File: config.mk
export PLATFORM = sky130hd
export DESIGN_NAME = prio_enc_rr
export DESIGN_NICKNAME = d
export VERILOG_FILES = /design/src/rtl/prio_enc_rr.sv
export SDC_FILE = /design/constraint.sdc
export NUM_CORES = 1
export LEC_CHECK = 0
export ABC_AREA = 1
export BUFFER_PORTS_ARGS = -buffer_cell sky130_fd_sc_hd__buf_4
export CORE_ASPECT_RATIO = 1.1
export CORE_UTILIZATION = 40
export CTS_BUF_LIST = sky130_fd_sc_hd__clkbuf_4 sky130_fd_sc_hd__clkbuf_8
export DETAILED_ROUTE_END_ITERATION = 7
export GPL_TIMING_DRIVEN = 0
export SETUP_SLACK_MARGIN = 0.15
export SLEW_MARGIN = 15
export SYNTH_ARGS = -nofsm -noshare
export SYNTH_HDL_FRONTEND = slang
export SYNTH_SLANG_ARGS = --single-unit
export TNS_END_PERCENT = 10
File: constraint.sdc
create_clock -name clk -period 7.52 [get_ports clk]
set_input_delay 1.504 -clock clk [delete_from_list [all_inputs] [get_ports clk]]
set_output_delay 1.504 -clock clk [all_outputs]
set_load 0.02 [all_outputs]
File: src/rtl/prio_enc_rr.sv
// Registered N-input priority encoder: captures requests into a pending set and
// drains one index per accepted transfer, in fixed-priority or round-robin order.
module prio_enc_rr #(
  parameter  int unsigned N = 8,
  localparam int unsigned W = $clog2(N)
) (
  input  logic         clk,
  input  logic         rst_n,
  input  logic         en,
  input  logic         mode,
  input  logic [N-1:0] req,
  input  logic         ready,
  output logic [W-1:0] y,
  output logic         valid,
  output logic [N-1:0] pend,
  output logic         idle
);

  logic [N-1:0] reqm;
  logic [N-1:0] cand;
  logic [N-1:0] sel_oh;
  logic [W-1:0] sel;
  logic [W-1:0] sel_fix;
  logic [W-1:0] sel_rr;
  logic [W-1:0] ptr;
  logic         accept;
  logic         load;

  assign reqm   = en ? req : '0;
  assign cand   = pend | reqm;
  assign accept = valid & ready;
  assign load   = en & (~valid | ready);
  assign idle   = (pend == '0) && !valid;

  // Fixed priority: the highest set index wins.
  always_comb begin
    sel_fix = '0;
    for (int unsigned i = 0; i < N; i++) begin
      if (cand[i]) sel_fix = W'(i);
    end
  end

  // Round robin: descending scan starting just below the last grant, wrapping modulo N.
  always_comb begin
    logic        found;
    int unsigned idx;
    sel_rr = '0;
    found  = 1'b0;
    idx    = 0;
    for (int unsigned i = 0; i < N; i++) begin
      idx = (32'(ptr) + N - 1 - i) % N;
      if (!found && cand[W'(idx)]) begin
        sel_rr = W'(idx);
        found  = 1'b1;
      end
    end
  end

  assign sel    = mode ? sel_rr : sel_fix;
  assign sel_oh = {{(N-1){1'b0}}, 1'b1} << sel;

  always_ff @(posedge clk or negedge rst_n) begin
    if (!rst_n) begin
      y     <= '0;
      valid <= 1'b0;
      pend  <= '0;
      ptr   <= '0;
    end else if (load) begin
      if (cand != '0) begin
        y     <= sel;
        valid <= 1'b1;
        ptr   <= sel;
        pend  <= cand & ~sel_oh;
      end else begin
        y     <= '0;
        valid <= 1'b0;
        pend  <= '0;
      end
    end else begin
      pend <= pend | reqm;
      // Only reachable with en low: the consumer drains the held grant.
      if (accept) begin
        y     <= '0;
        valid <= 1'b0;
      end
    end
  end

endmodule

* Word-level counts from Yosys, hierarchy flattened
Cells that the tools add are included.
Operators by class: add/subtract/negate cells 9, $lt $le $gt $ge 8, shifts and indexed selects 1, mux-type cells 48, bitwise operators 7, reductions and logical operators 20
Operator list (number):
- $mux 3 | 16
- $lt 3x4->1 const B | 8
- $bmux 1 s3 | 8
- $mux 8 | 3
- $mux 1 | 19
- $sub 3x1->3 const B | 3
- $sub 3x3->3 const B | 3
- $and 8x8->8 | 1
- $logic_and 1x1->1 | 8
- $logic_not 1->1 | 8
- $logic_not 8->1 | 1
- $not 8->8 | 1
- $or 8x8->8 | 1
- $reduce_bool 8->1 | 1
- $shl 1x3->8 const A | 1
- $sub 3x2->3 const B | 2
- $mux 2 | 2
- $add 3x1->3 const B | 1
- $and 1x1->1 | 2
- $reduce_and 2->1 | 1
- $reduce_bool 2->1 | 1
- $not 1->1 | 1
- $or 1x1->1 | 1
Word-level totals: register bits 15, input bits 13, output and inout bits 13, word-level logic and storage cells 97

* Logic depth before layout (Yosys ltp)
word-level depth 32, depth in mapped cells 22, gate-level depth less buffers 21

* Least setup slack after synthesis
Ideal clock, no wire load.
path type input-to-reg, start input port en, end register pend[7], library setup time 0.129 ns, data arrival time 2.939 ns, data required time 7.391 ns, slack 4.452 ns, cell stages on the path 15, path buffers 1, cell sequence buf_4 > nand2_1 > nand3_1 > nand3_2 > nand3_2 > nand2_4 > nand3_4 > nor2_8 > nand3_4 > nor2_4 > a21oi_1 > nand2_2 > nand3_2 > nor2_1 > nor2_1
On the way: cells in the longest elaborated chain, start to end 32, elaborated cells between the ends (all ways) 62, those cells by class shift: 1; mux: 42; bitwise: 4; reduce/logical: 15
Ends and longest elaborated chain:
- from (decl) | line 9 | input logic en,
- $mux 8 | line 29 | assign reqm = en ? req : '0;
- $or 8x8->8 | line 30, 80
- $bmux 1 s3 | line 52 | if (!found && cand[W'(idx)]) begin
- $mux 1 (not written as such) | line 52
- $mux 1 | line 52
- $logic_not 1->1 | line 52
- $logic_and 1x1->1 | line 52
- $mux 1 | line 52
- [... 16 more ...]
- $logic_and 1x1->1 | line 52
- $mux 3 | line 52
- $mux 3 | line 59 | assign sel = mode ? sel_rr : sel_fix;
- $shl 1x3->8 | line 60 | assign sel_oh = {{(N-1){1'b0}}, 1'b1} << sel;
- $not 8->8 | line 73 | pend <= cand & ~sel_oh;
- $and 8x8->8 | line 73
- $mux 8 | line 69 | if (cand != '0) begin
- $mux 8 (*) | line 68 | end else if (load) begin
- to (signal assigned) | line 73
- to (signal assigned) | line 80 | pend <= pend | reqm;
- to (decl) | line 15 | output logic [N-1:0] pend,
Mark *: on every way between the ends. The rest lies on a longest branch, timed or not. The select of a mux whose other input is x is not followed. A chain may end at the register's enable or synchronous reset.

* Worst setup path after layout
start input port en, end register pend[1]
The elaborated chain is that of the path after synthesis.

==> impl_metrics.tcl <==
set metrics [dict create \
    path_class "in -> reg" \
    fmax_ghz 0.3056 \
    clock_sinks 15 \
    layout_min_cycle_time_ns 3.273 \
    cts_max_level 1 \
    ys_seq_area_frac 0.2092 \
    status "finished clean" \
    finalClockSkew_ns 0.006753 \
    clkLatencyLatePin_ns 0.26 \
    cp-endpoint "pend[1]" \
    grt_pass1_wl_mm 8.411 \
    ys_warn_count 0 \
    worstMarginPinSlew_ns 0.6113 \
    rsz0062_at_grt "no" \
    startpoint "en" \
    antenna_found_initial 0 \
    finalCritPeriodShare 0.4352 \
    cap_violations 0 \
    fin_nets 328 \
    slew_headroom 0.5882 \
    maxSlewViolCount 0 \
    drt_iter0_markers 84 \
    worstReg2RegStart "ptr[0]" \
    grt_max_degree 16 \
    clk_path_buf_depth 2 \
    crit_required_ns 7.66 \
    numPortBuffers 25 \
    setup_viol 0 \
    first_global_vias 1795 \
    row_count 25 \
    coreArea_um2 4285 \
    fp.dieArea_um2 4758 \
    syn_area_um2 1794 \
    layout_setup_ws_ns 4.247 \
    cts_setup_buffers 0 \
    num_vias 1861 \
    area_delta_synth_final_pct 16.95 \
    rrSetupSlack_ns 4.48 \
    ys_types 23 \
    synth_top_cell_by_area "dfrtp_1" \
    reg2reg_depth 21 \
    layout-drive-gt1-share 0.2724 \
    r2r-end "pend[1]" \
    synth_nets 298 \
    postCtsResizedCells 0 \
    start_util 0.4187 \
    synth_cells 283 \
    grt_usage 0.2290 \
    critical_path.max_fanout 10 \
    preCtsSetupSlack_ns 3.992 \
    worstHoldPathType "reg -> reg" \
    antenna_left 0 \
    io_pins 26 \
    final.setup.tns_ns 0 \
    gp_congestion 0.9238 \
    overflow 0 \
    place_hpwl_mm 4.150 \
    ys_ff_latch 15 \
    postSynthAreaPerCell_um2 6.340 \
    synth.top_cells.by_area "dfrtp_1 (21%), nand2_1 (19%), nand3_2 (12%)" \
    die_y_um 72.25 \
    instances_no_fill 366 \
    cp-start-kind "primary input" \
    detail_route.first_pass.iterations 4 \
    final_core_util 0.4896 \
    cts_buffers 3 \
    synth_top_area_share 0.2092 \
    cts_tree "yes" \
    vias_per_cell 5.085 \
    ctsHoldBuffers 0 \
    fp.dieW_um 65.86 \
    dp_cells 362 \
    wirelength_mm 4.896 \
    critPathCaptureType "flop" \
    clockRootBuffer "clkbuf_8" \
    crit_arrival_ns 3.42 \
    clkTransAtPathRegs_ns 0.07 \
    wire_per_inst_um 13.38 \
    hold_viol 0 \
    drc 0 \
    num_antenna_cells 0 \
]
-- worst max-delay path, cell delays in order --
cell and delay (ns):
buf_4 0.13, buf_4 0.16, nand2_1 0.09, nand3_1 0.14
nand3_2 0.11, nand2_1 0.09, nand2_1 0.07, nand2_1 0.10
inv_1 0.17, nand3_4 0.11, nor2_4 0.15, nand2_2 0.07
nand3_1 0.08, nand2_1 0.06, nand2_2 0.08, nand2_1 0.09
nor2_1 0.15, nor2_1 0.06
-- synth_stat cells --
cell type,number
ha_1,2
dfrtp_1,15
nand4_1,7
nor2_8,1
inv_2,3
a31oi_1,1
o21ai_0,5
nand3_4,2
a21boi_0,1
o21bai_1,1
inv_1,26
nand3_1,37
nand2_2,15
nand2_1,93
nor2_4,2
buf_6,2
nand3_2,22
nor2_1,29
nand2_4,5
nor3_1,1
buf_4,3
o21ai_2,1
a21oi_1,9
-- worst min-delay path by stage --
| stage | from | to | slack (ns) | cells after the start |
|---|---|---|---|---|
| after floorplan | ptr[1] | ptr[1] | 0.52 | 2 |
| after detailed placement | y[1] | y[1] | 0.51 | 2 |
| final | y[2] | y[2] | 0.52 | 2 |
| after global placement | y[2] | y[2] | 0.50 | 2 |
| after global routing | y[0] | y[0] | 0.56 | 2 |
| after CTS | y[1] | y[1] | 0.52 | 2 |
-- metal layers --
metal  vias up  share of wire  GRT usage
met5         -              0          0
met4         0          0.013    0.06522
met3         7          0.032    0.01415
met2        31           0.50     0.4048
met1       848           0.45     0.2967
li1        975              -          -
-- placed cells by master (no fill, tap or decap), types with 2 or more instances in the layout --
master    synthesis  final
a21oi_1           9      9
buf_4             3     28
buf_6             2      2
clkbuf_8          0      3
dfrtp_1          15     15
ha_1              2      2
inv_1            26     26
inv_2             3      3
nand2_1          93     93
nand2_2          15     15
nand2_4           5      5
nand3_1          37     37
nand3_2          22     22
nand3_4           2      2
nand4_1           7      7
nor2_1           29     29
nor2_4            2      2
o21ai_0           5      5
-- cell type report --
type / count / area [µm²]
fill: 471 / 2187
buffer: 5 / 45.04
tap: 54 / 67.56
timing repair buffer: 25 / 187.7
clock inverter: 1 / 7.507
inverter: 29 / 108.9
multi-input combinational: 234 / 1265
clock buffer: 3 / 41.29
sequential: 15 / 375.4
-- sequential cells by signal (all words and copies together), names as in the netlist --
| signal | cells |
|---|---|
| pend | 8 |
| ptr | 3 |
| valid | 1 |
| y | 3 |
-- kinds of logic after synthesis --
logic type      count (synthesis)  synth area share
compound gates                 18           0.05579
simple gates                  214            0.6353
flops                          15            0.2092
fa+ha+maj                       2           0.01394
buf+inv                        34           0.08577
-- stage by stage --
stage	area (µm²)	hold WS, ns
floorplan	1794	0.5219
global placement	2049	0.4998
detailed placement	2049	0.5054
CTS	2098	0.5209
global route	2098	0.5643
finish	2098	0.5220
Power is not shown: default switching activity piles up to over one toggle a cycle in this logic, so the estimate is an artifact.
